`config.mk`:
```
export PLATFORM = sky130hd
export DESIGN_NAME = redirect_flush_ctrl_flat
export DESIGN_NICKNAME = d
export VERILOG_FILES = /design/src/rtl/redirect_flush_ctrl_if.sv /design/src/rtl/redirect_flush_ctrl.sv /design/src/flat_wrapper.sv
export SDC_FILE = /design/constraint.sdc
export NUM_CORES = 1
export LEC_CHECK = 0
export CORE_UTILIZATION = 44
export DETAILED_ROUTE_END_ITERATION = 7
export PLACE_DENSITY = 0.87
export SETUP_SLACK_MARGIN = 0.5
export SYNTH_ARGS = -nofsm -noshare
export SYNTH_HDL_FRONTEND = slang
export SYNTH_SLANG_ARGS = --single-unit
```
`constraint.sdc`:
```
create_clock -name clk -period 4.1 [get_ports clk]
set_clock_uncertainty 0.2 [all_clocks]
set_input_delay 0.82 -clock clk [delete_from_list [all_inputs] [get_ports clk]]
set_output_delay 0.82 -clock clk [all_outputs]
set_load 0.01 [all_outputs]
```
`src/rtl/redirect_flush_ctrl_if.sv`:
```
// Redirect handshake between the flush controller (master) and the fetch unit (slave).
interface redirect_flush_ctrl_if #(
    parameter int XLEN = 32
) ();
    logic            valid;
    logic            ready;
    logic [XLEN-1:0] pc;
    logic [1:0]      cause;

    modport master (output valid, output pc, output cause, input ready);
    modport slave  (input valid, input pc, input cause, output ready);
endinterface

```
`src/rtl/redirect_flush_ctrl.sv`:
```
// Redirect / flush controller: picks the highest-priority MEM-stage control-flow event,
// presents one PC redirect to fetch, holds it while fetch stalls, and then masks the
// wrong-path fetch responses that were already in flight when the redirect was taken.
module redirect_flush_ctrl #(
    parameter int XLEN          = 32,
    parameter int SQUASH_CYCLES = 2
) (
    input  logic                  clk,
    input  logic                  rst,
    input  logic                  mem_trap_i,
    input  logic [XLEN-1:0]       mem_trap_pc_i,
    input  logic                  mem_is_mret_i,
    input  logic [XLEN-1:0]       mem_mepc_i,
    input  logic                  mem_is_sret_i,
    input  logic [XLEN-1:0]       mem_sepc_i,
    input  logic                  mem_br_jmp_i,
    input  logic [XLEN-1:0]       mem_br_tgt_i,
    redirect_flush_ctrl_if.master redir,
    output logic                  flush_o,
    output logic                  drop_fetch_o,
    output logic [31:0]           redir_count_o
);

    typedef enum logic [1:0] {
        IDLE   = 2'd0,
        PEND   = 2'd1,
        SQUASH = 2'd2
    } state_t;

    localparam logic [3:0] SQ_INIT = 4'(SQUASH_CYCLES);

    state_t            state_r;
    state_t            next_state_s;
    logic [XLEN-1:0]   pc_r;
    logic [XLEN-1:0]   next_pc_s;
    logic [1:0]        cause_r;
    logic [1:0]        next_cause_s;
    logic [3:0]        sq_cnt_r;
    logic [3:0]        next_sq_s;
    logic [31:0]       count_r;
    logic [31:0]       next_count_s;

    logic              ev_any_s;
    logic [XLEN-1:0]   win_pc_s;
    logic [1:0]        win_cause_s;
    logic              valid_s;
    logic              flush_s;
    logic              drop_s;

    assign ev_any_s = mem_trap_i | mem_is_mret_i | mem_is_sret_i | mem_br_jmp_i;

    // Fixed-priority winner among simultaneous events: trap > mret > sret > branch/jump.
    always_comb begin
        win_pc_s    = mem_br_tgt_i;
        win_cause_s = 2'd0;
        if (mem_trap_i) begin
            win_pc_s    = mem_trap_pc_i;
            win_cause_s = 2'd3;
        end else if (mem_is_mret_i) begin
            win_pc_s    = mem_mepc_i;
            win_cause_s = 2'd2;
        end else if (mem_is_sret_i) begin
            win_pc_s    = mem_sepc_i;
            win_cause_s = 2'd1;
        end else begin
            win_pc_s    = mem_br_tgt_i;
            win_cause_s = 2'd0;
        end
    end

    // Next-state and output decode; a late trap while pending overrides the stored redirect.
    always_comb begin
        next_state_s = state_r;
        next_pc_s    = pc_r;
        next_cause_s = cause_r;
        next_sq_s    = sq_cnt_r;
        next_count_s = count_r;
        valid_s      = 1'b0;
        flush_s      = 1'b0;
        drop_s       = 1'b0;
        case (state_r)
            IDLE: begin
                flush_s = ev_any_s;
                if (ev_any_s) begin
                    next_pc_s    = win_pc_s;
                    next_cause_s = win_cause_s;
                    next_state_s = PEND;
                end else begin
                    next_state_s = IDLE;
                end
            end
            PEND: begin
                valid_s = 1'b1;
                flush_s = 1'b1;
                if (mem_trap_i) begin
                    // Trap outranks whatever is pending; no handshake counted this cycle.
                    next_pc_s    = mem_trap_pc_i;
                    next_cause_s = 2'd3;
                    next_state_s = PEND;
                end else if (redir.ready) begin
                    next_count_s = count_r + 32'd1;
                    next_sq_s    = SQ_INIT;
                    next_state_s = SQUASH;
                end else begin
                    next_state_s = PEND;
                end
            end
            SQUASH: begin
                drop_s = 1'b1;
                if (ev_any_s) begin
                    // New event aborts the drop window and starts a fresh redirect.
                    flush_s      = 1'b1;
                    next_pc_s    = win_pc_s;
                    next_cause_s = win_cause_s;
                    next_sq_s    = 4'd0;
                    next_state_s = PEND;
                end else if (sq_cnt_r <= 4'd1) begin
                    next_sq_s    = 4'd0;
                    next_state_s = IDLE;
                end else begin
                    next_sq_s    = sq_cnt_r - 4'd1;
                    next_state_s = SQUASH;
                end
            end
            default: begin
                next_sq_s    = 4'd0;
                next_state_s = IDLE;
            end
        endcase
    end

    // State, latched redirect, squash window and acceptance counter; reset overrides events.
    always_ff @(posedge clk) begin
        if (rst) begin
            state_r  <= IDLE;
            pc_r     <= '0;
            cause_r  <= 2'd0;
            sq_cnt_r <= 4'd0;
            count_r  <= 32'd0;
        end else begin
            state_r  <= next_state_s;
            pc_r     <= next_pc_s;
            cause_r  <= next_cause_s;
            sq_cnt_r <= next_sq_s;
            count_r  <= next_count_s;
        end
    end

    assign redir.valid   = valid_s;
    assign redir.pc      = pc_r;
    assign redir.cause   = cause_r;
    assign flush_o       = flush_s;
    assign drop_fetch_o  = drop_s;
    assign redir_count_o = count_r;

endmodule

```
`src/flat_wrapper.sv`:
```
// flat-port wrapper written by rule: the top's interface ports become plain ports
module redirect_flush_ctrl_flat 
#(
    parameter int XLEN          = 32,
    parameter int SQUASH_CYCLES = 2
)
  (clk, rst, mem_trap_i, mem_trap_pc_i, mem_is_mret_i, mem_mepc_i, mem_is_sret_i, mem_sepc_i, mem_br_jmp_i, mem_br_tgt_i, flush_o, drop_fetch_o, redir_count_o, redir_valid, redir_pc, redir_cause, redir_ready);
  redirect_flush_ctrl_if #(.XLEN(XLEN)) redir_i ();
  input  logic clk;
  input  logic rst;
  input  logic mem_trap_i;
  input  logic [XLEN-1:0] mem_trap_pc_i;
  input  logic mem_is_mret_i;
  input  logic [XLEN-1:0] mem_mepc_i;
  input  logic mem_is_sret_i;
  input  logic [XLEN-1:0] mem_sepc_i;
  input  logic mem_br_jmp_i;
  input  logic [XLEN-1:0] mem_br_tgt_i;
  output logic flush_o;
  output logic drop_fetch_o;
  output logic [31:0] redir_count_o;
  output wire logic [$bits(redir_i.valid)-1:0] redir_valid;
  output wire logic [$bits(redir_i.pc)-1:0] redir_pc;
  output wire logic [$bits(redir_i.cause)-1:0] redir_cause;
  input wire logic [$bits(redir_i.ready)-1:0] redir_ready;
  assign redir_valid = redir_i.valid;
  assign redir_pc = redir_i.pc;
  assign redir_cause = redir_i.cause;
  assign redir_i.ready = redir_ready;
  redirect_flush_ctrl #(.XLEN(XLEN), .SQUASH_CYCLES(SQUASH_CYCLES)) u_core (.clk(clk), .rst(rst), .mem_trap_i(mem_trap_i), .mem_trap_pc_i(mem_trap_pc_i), .mem_is_mret_i(mem_is_mret_i), .mem_mepc_i(mem_mepc_i), .mem_is_sret_i(mem_is_sret_i), .mem_sepc_i(mem_sepc_i), .mem_br_jmp_i(mem_br_jmp_i), .mem_br_tgt_i(mem_br_tgt_i), .redir(redir_i), .flush_o(flush_o), .drop_fetch_o(drop_fetch_o), .redir_count_o(redir_count_o));
endmodule
```
Word level (Yosys, flattened, before mapping)
Index checks and enable logic that the tools add are counted.
{ "word_totals": {"word_cells": 52, "latch_bits": 0, "register_bits": 72, "input_bits": 135, "memories": 0, "ram_bits": 0, "rom_bits": 0, "output_inout_bits": 69} }
{ "op_classes": {"div": 0, "addsub": 2, "reduce_logical": 6, "n_shift": 0, "order_cmp": 1, "mux": 27, "n_eq_ne": 6, "n_mul": 0, "n_bitwise": 5} }
{ "ops": {"columns": ["operator", "n"], "rows": [
  ["2-to-1 mux 32 bit", 5],
  ["case mux 32 bit (2 select lines)", 1],
  ["adder 32 x 1 -> 32 bit, second input constant", 1],
  ["2-to-1 mux 2 bit", 8],
  ["2-to-1 mux 4 bit", 4],
  ["case mux 4 bit (3 select lines)", 1],
  ["AND reduction 3 bit", 3],
  ["!= test 2 bit, second input constant", 3],
  ["case mux 2 bit (3 select lines)", 1],
  ["2-to-1 mux 1 bit", 5],
  ["less-or-equal comparator 4 x 1 -> 1 bit, second input constant", 1],
  ["case mux 2 bit (2 select lines)", 1],
  ["subtractor 4 x 1 -> 4 bit, second input constant", 1],
  ["OR 1 bit", 3],
  ["case mux 1 bit (3 select lines)", 1],
  ["== test 2 x 1 -> 1 bit, second input constant", 1],
  ["== test 2 bit, second input constant", 1],
  ["logical NOT 2 bit", 1],
  ["!= test 2 x 1 -> 1 bit, second input constant", 1],
  ["NOT 1 bit", 2],
  ["nonzero test 2 bit", 1],
  ["OR reduction 2 bit", 1]
]} }

Depth between registers and ports, before layout
Gate-level depths: netlist of the first run.
{ "depth": {"ltp_word": 5, "depth_mapped": 8, "mapped_depth_nobuf": 6} }

Least setup slack after synthesis of the first run
OpenSTA, ideal clock, no wires.
{ "synth_path": {"kind": "input-to-output", "start": "in mem_is_sret_i", "end": "out flush_o", "stages": 3, "arrival_ns": 1.704, "setup_slack_ns": 1.376, "cell_sequence": "clkbuf_1 nor4_1 mux2i_1"} }
{ "synth_via": {"elab_chain_len": 4} }
{ "synth_rtl": {"columns": ["element", "line", "rtl"], "rows": [
  ["from (decl)", "flat_wrapper.sv:15", "input logic mem_is_sret_i;"],
  ["OR 1 bit (*) (2 in series)", "redirect_flush_ctrl.sv:50", "assign ev_any_s = mem_trap_i | mem_is_mret_i | mem_is_sret_i | mem_br_jmp_i;"],
  ["2-to-1 mux 1 bit", "redirect_flush_ctrl.sv:110", "if (ev_any_s) begin"],
  ["case mux 1 bit (3 select lines) (*)", "redirect_flush_ctrl.sv:81", "case (state_r)"],
  ["to (decl)", "flat_wrapper.sv:19", "output logic flush_o;"]
]} }
Every way passes the cells marked *; elsewhere a longest branch is shown, timed or not.

Worst setup path in the final report of the first run
{ "layout_path": {"start": "in mem_trap_i", "end": "out flush_o"} }
{ "layout_via": {"elab_chain_len": 5} }
{ "layout_rtl": {"columns": ["element", "line", "rtl"], "rows": [
  ["from (decl)", "flat_wrapper.sv:11", "input logic mem_trap_i;"],
  ["OR 1 bit (*) (3 in series)", "redirect_flush_ctrl.sv:50", null],
  ["2-to-1 mux 1 bit", "redirect_flush_ctrl.sv:110", null],
  ["case mux 1 bit (3 select lines) (*)", "redirect_flush_ctrl.sv:81", null]
]} }
Marks and branches as above.

==> results of run 1 <==
synth_stat cells, types with 7 or more instances:
cell,number
a21oi_1,26
a311oi_1,33
buf_2,7
clkbuf_1,28
dfxtp_1,72
ha_1,8
inv_1,13
mux2i_1,33
nand2_1,111
nand3_1,9
nor2_1,48
o21ai_0,40
o31ai_1,14
or3_1,7
or4_1,17
cell type report:
class / instances / area [sq um] / area share
multi-input combinational: 399 / 2387 / 0.3826
timing repair buffer: 210 / 2069 / 0.3317
sequential: 72 / 1441 / 0.2310
clock buffer: 13 / 138.9 / 0.02226
tap: 108 / 135.1 / 0.02166
inverter: 13 / 48.80 / 0.007820
clock inverter: 3 / 18.77 / 0.003008
worst max-delay path by stage:
stage	endpoint	slack (ns)	cells past startpoint
3_5_place_dp	u_core.redir_count_o[20]$_SDFFE_PP0P_	0.61	5
4_1_cts	flush_o	0.62	5
2_1_floorplan	flush_o	1.38	3
6_report	flush_o	0.62	5
5_1_grt	flush_o	0.58	5
3_3_place_gp	flush_o	0.71	5
flip-flops by register name, indices dropped and copies added (netlist names):
signal / count
u_core.redir_count_o: 32
u_core.redir.cause: 2
u_core.state_r: 2
u_core.redir.pc: 32
u_core.sq_cnt_r: 4
placed cells by master, fill, tap and decap left out, drive strengths merged, types with 8 or more instances in the layout:
master,netlist,final
clkdlybuf4s50,0,200
nand2,111,111
dfxtp,72,72
nor2,48,48
o21ai,40,40
mux2i,33,33
a311oi,33,33
a21oi,26,26
or4,19,19
o31ai,14,14
inv,13,13
clkbuf,28,13
buf,12,10
nand3,9,9
ha,8,8
power by group:
| group | switching [W] | total, W | internal, W |
|---|---|---|---|
| clock | 0.000256 | 0.000476 | 0.000220 |
| combinational | 0.000201 | 0.000456 | 0.000255 |
| sequential | 0.0000245 | 0.000767 | 0.000743 |
tightest hold or removal path, cell delays in order (launching register included):
cell,delay [ns]
dfxtp_1,0.33
o31ai_1,0.07
a21oi_1,0.05
metal layers:
layer,routed length (microns),GRT usage,vias to the layer above
li1,-,-,2240
met5,0,0,-
met1,5007,0.2914,2071
met3,702,0.05252,27
met2,6301,0.4763,165
met4,306,0.08508,0
per-stage QoR:
stage,util,instances,power [W]
after floorplan,-,524,0.0009751
after global placement,0.6907,802,0.001226
after detailed placement,0.6907,802,0.001238
after CTS,0.7086,818,0.001708
after global routing,0.7086,818,0.001779
final,0.7086,818,0.001699
kinds of logic after synthesis:
| family | share of synthesized area |
|---|---|
| flops | 0.3578 |
| fa+ha+maj | 0.02485 |
| mux | 0.08758 |
| xor+xnor | 0.01739 |
| compound gates | 0.1994 |
| simple gates | 0.2596 |
| buf+inv | 0.05341 |
==> flow_summary.yaml, run 1 <==
status:
  status: "finished with violations"
  violations: "DRC"
sta:
  fin_crit_ns: 3.475
  fmax_mhz: 287.7
  finalCritPeriodShare: 0.8477
  maxSlewHeadroom: 0.4113
  setup_violations: 0
  final.setup.worst_slack_ns: 0.6245
  finalMaxSlewViolations: 0
  finalHoldViolCount: 0
  tightest_slew_ns: 0.8831
  worst_hold_slack_ns: 0.2925
  rsz0062_at_grt: "no"
  setup_tns_ns: 0
clock_network:
  clkSinkCount: 72
  post_cts_buffers: 0
  cts_made_buffers: 9
  ctsHoldBuffers: 0
  root_buffer: "clkbuf_8"
  cts_resized: 0
  cts_tree: "built"
  htreeDepth: 3
  worstSkewPairLatency_ns: 0.34
  path_clk_slew_ns: 0.07
  clockBufferDepth: 2
critical_path:
  reg2reg_depth: 6
  worstPathArrival_ns: 2.46
  critical_path_required_ns: 3.08
  crit-reg2reg-capture: "u_core.redir_count_o[20]$_SDFFE_PP0P_"
  rr_startpoint: "u_core.state_r[1]$_SDFF_PP0_"
  cp_top_family: "buffers and inverters"
  cp_max_fo: 8
  r2r_slack_ns: 1.24
  path_common_cell: "clkdlybuf4s50_1"
  critPathMaxStageDelay_ns: 0.54
  endpoint_kind: "output pin"
  crit_type: "primary input to output pin"
  path_cells: "clkdlybuf4s50_1 -> nor4_1 -> buf_4 -> mux2i_1 -> clkdlybuf4s50_1"
  crit_slowest_cell: "clkdlybuf4s50_1"
  start_kind: "primary input"
  startpoint: "mem_trap_i"
  cp_num_buf_inv: 3
synthesis:
  seq_area_frac_synth: 0.3578
  syn_area_sq_um: 4029
  synth_edf_count: 0
  synth-seq-cells: 72
  ys.flop_type: "dfxtp_1"
  ys_warn_count: 0
  ys_async_sr_fraction: 0
  synth.area.top_cells: "dfxtp_1 36%, nand2_1 10%, mux2i_1 8.2%"
  netlist.area_leader.share: 0.3578
  synth_top_area_cell: "dfxtp_1"
  synth_nets: 667
  yosysUniqueCellTypes: 40
  avgSynthCellArea_sq_um: 7.689
  synth_cells: 524
final_layout:
  nNetsFinal: 848
  n_fill_cell: 687
  final_area_sq_um: 6240
  drive_above_1_share: 0.04648
  diodes: 0
  syn_to_final_growth_pct: 54.88
place:
  dp_slack_ns: 0.6121
  dp_hpwl_microns: 9392
  io_buffers: 203
  place_area_sq_um: 6082
  gp_congestion: 0.8416
die:
  rows: 34
  die-width_microns: 97.69
  start_util: 0.4575
  die_area_sq_um: 9543
  pin_count: 204
  core_area_sq_um: 8806
  dieHeight_microns: 97.69
min_path:
  min_to: "u_core.redir_count_o[17]$_SDFFE_PP0P_"
  hold_depth: 2
  hold_class: "flip-flop to flip-flop"
  hold_start: "u_core.redir_count_o[17]$_SDFFE_PP0P_"
power:
  p_per_area_nw_per_um2: 272.2
  ir_drop_mv: 0.1703
  leakagePower_nw: 2.336
route:
  routedWlPerCell_microns: 15.06
  num_vias: 4503
  drtPass1Iterations: 8
  drtIter0Drc: 140
  routed_wl_microns: 12320
  drc: 20
  ant_nets: 0
  vias_per_cell: 5.505
grt:
  grt_max_degree: 68
  grt_util_all_layers: 0.2571
  grt_pass1_vias: 4260
  overflow: 0
  grt_first_pass_wirelength_microns: 19890
  antenna_found_initial: 0
run:
  drv_cap: 0
Note: power is estimated with default switching activity, not from simulation.
==> run 2, diff against run 1 <==
Settings changed: CORE_UTILIZATION 44 to 37, PLACE_DENSITY 0.87 to 0.78.
Clock period 4.1 ns to 3 ns, I/O delays scaled along.
==> run 2 against run 1 <==
Against the previous run:
- worst setup slack lost 0.068 ns
- first-iteration DRC count grew 18%
- global-route usage shrank 2.8 points
- clock power grew 52%
- flip-flop and latch count is the same
- cell area grew 3.9%
- final cell count grew 5.1%
- total power grew 42%
- the flow now finishes without violations
- die area grew 19%
- sequential share of layout area shrank 0.83 points
- worst hold slack gained 0.0042 ns
==> flow_summary.yaml, run 2 (synthesis gave the netlist of run 1 again) <==
status:
  status: "completed"
sta:
  tightest_slew_ns: 0.5947
  fin_crit_ns: 2.443
  finalHoldViolCount: 0
  setup_violations: 0
  final.setup.worst_slack_ns: 0.5565
  rsz0062_at_grt: "yes"
  fmax_mhz: 409.3
  finalCritPeriodShare: 0.8145
  finalMaxSlewViolations: 0
  setup_tns_ns: 0
  maxSlewHeadroom: 0.6036
critical_path:
  critical_path_required_ns: 2.20
  start_kind: "flip-flop"
  cp_top_family: "buffers and inverters"
  crit_slowest_cell: "clkdlybuf4s50_1"
  worstPathArrival_ns: 1.64
  cp_num_buf_inv: 2
  endpoint_kind: "output pin"
  critPathMaxStageDelay_ns: 0.57
  crit_type: "flip-flop to output pin"
  path_cells: "inv_1 -> ha_1 -> clkdlybuf4s50_1"
  cp_max_fo: 5
power:
  leakagePower_nw: 2.431
  ir_drop_mv: 0.1707
  p_per_area_nw_per_um2: 372.6
min_path:
  hold_class: "flip-flop to flip-flop"
place:
  dp_slack_ns: -0.03125
  dp_hpwl_microns: 9814
  io_buffers: 203
  gp_congestion: 0.7943
route:
  drtIter0Drc: 165
  routedWlPerCell_microns: 15.35
  drc: 0
  drtPass1Iterations: 4
  vias_per_cell: 5.310
  routed_wl_microns: 13200
  num_vias: 4567
  ant_nets: 0
die:
  die_area_sq_um: 11310
  core_area_sq_um: 10460
  die-width_microns: 106.4
  pin_count: 204
  start_util: 0.3851
  dieHeight_microns: 106.4
  rows: 37
clock_network:
  cts_tree: "built"
  cts_made_buffers: 9
  root_buffer: "clkbuf_8"
  path_clk_slew_ns: 0.09
  clkSinkCount: 72
  clockBufferDepth: 2
  worstSkewPairLatency_ns: 0.35
  htreeDepth: 3
run:
  drv_cap: 0
final_layout:
  diodes: 0
  n_fill_cell: 967
  syn_to_final_growth_pct: 60.93
  fin_util: 0.6197
  final_cell_mix: "197 x clkdlybuf4s50_1, 111 x nand2_1, 70 x dfxtp_1"
  drive_above_1_share: 0.08425
  nNetsFinal: 862
  layout_commonest_cell: "clkdlybuf4s50_1"
grt:
  grt_pass1_vias: 4390
  antenna_found_initial: 1
  grt_max_degree: 68
  overflow: 0
  grt_util_all_layers: 0.2294
  grt_first_pass_wirelength_microns: 20590
-- run 2: changes by cell type in the layout (fill, tap and decap cells not counted), sizes merged --
| cell | before | now |
|---|---|---|
| buf | 10 | 22 |
| clkbuf | 13 | 11 |
| clkdlybuf4s50 | 200 | 197 |
| clkinv | 3 | 0 |
| clkinvlp | 0 | 3 |
| dlygate4sd2 | 0 | 2 |
| inv | 13 | 17 |
| or4 | 19 | 20 |
-- run 2: report_power, final --
group | total (W) | switching [W] | internal (W)
clock network | 0.000722 | 0.000407 | 0.000314
logic | 0.000645 | 0.000282 | 0.000362
registers | 0.00105 | 0.0000345 | 0.00102
total | 0.00242 | 0.000724 | 0.00169
-- run 2: cell type report --
| class | instances | area [sq um] | share of cell area |
|---|---|---|---|
| well taps | 136 | 170.2 | 0.02624 |
| repair buffers | 223 | 2193 | 0.3383 |
| inverters | 13 | 48.80 | 0.007526 |
| multi-input cells | 400 | 2444 | 0.3769 |
| clock inverters | 7 | 60.06 | 0.009263 |
| clock buffers | 9 | 123.9 | 0.01910 |
| flip-flops and latches | 72 | 1444 | 0.2227 |
-- run 2: what timing repair did --
action / CTS / global route
hold endpoints to repair: 0 / 0
buffers inserted: 2 / 1
hold buffers: 0 / 0
endpoints found under the setup margin: 19 / 49
gates cloned: 1 / 1
pin swaps: 2 / 3
gates resized for setup: 9 / 8
-- run 2: path summary, 6_finish.rpt --
| path | startpoint | to | slack [ns] | depth (start not counted) |
|---|---|---|---|---|
| worst max register to register | u_core.state_r[1]$_SDFF_PP0_ | u_core.redir_count_o[17]$_SDFFE_PP0P_ | 0.60 | 6 |
| worst min-delay path | u_core.redir.cause[1]$_SDFFE_PP0P_ | u_core.redir.cause[1]$_SDFFE_PP0P_ | 0.30 | 2 |
| worst min register to register | u_core.redir.cause[1]$_SDFFE_PP0P_ | u_core.redir.cause[1]$_SDFFE_PP0P_ | 0.30 | 2 |
| worst max-delay path | u_core.state_r[0]$_SDFF_PP0_ | drop_fetch_o | 0.56 | 3 |
-- run 2: layer usage --
metal | up-vias | global-route usage | wire, microns
met1 | 2107 | 0.2669 | 5409
li1 | 2272 | - | -
met3 | 18 | 0.04905 | 852
met5 | - | 0 | 10
met4 | 2 | 0.07242 | 196
met2 | 168 | 0.4156 | 6732
-- run 2: per-stage QoR --
stage | area [sq um] | total power, W | hold WS (ns) | std cells
floorplan | 4031 | 0.001333 | 0.2647 | 524
global placement | 6212 | 0.001689 | 0.2617 | 839
detailed placement | 6212 | 0.001704 | 0.2795 | 839
CTS | 6451 | 0.002426 | 0.2957 | 858
global route | 6484 | 0.002544 | 0.3186 | 860
finish | 6484 | 0.002416 | 0.2968 | 860
-- run 2: worst reg2reg max path, delay by kind of cell (launching register included) --
family,cells,cell delay (ns)
and+or+nand+nor,3,1.29
DFF,1,0.37
adders and majority gates,1,0.21
AOI/OAI and AO/OA,1,0.17
buffers and inverters,1,0.10
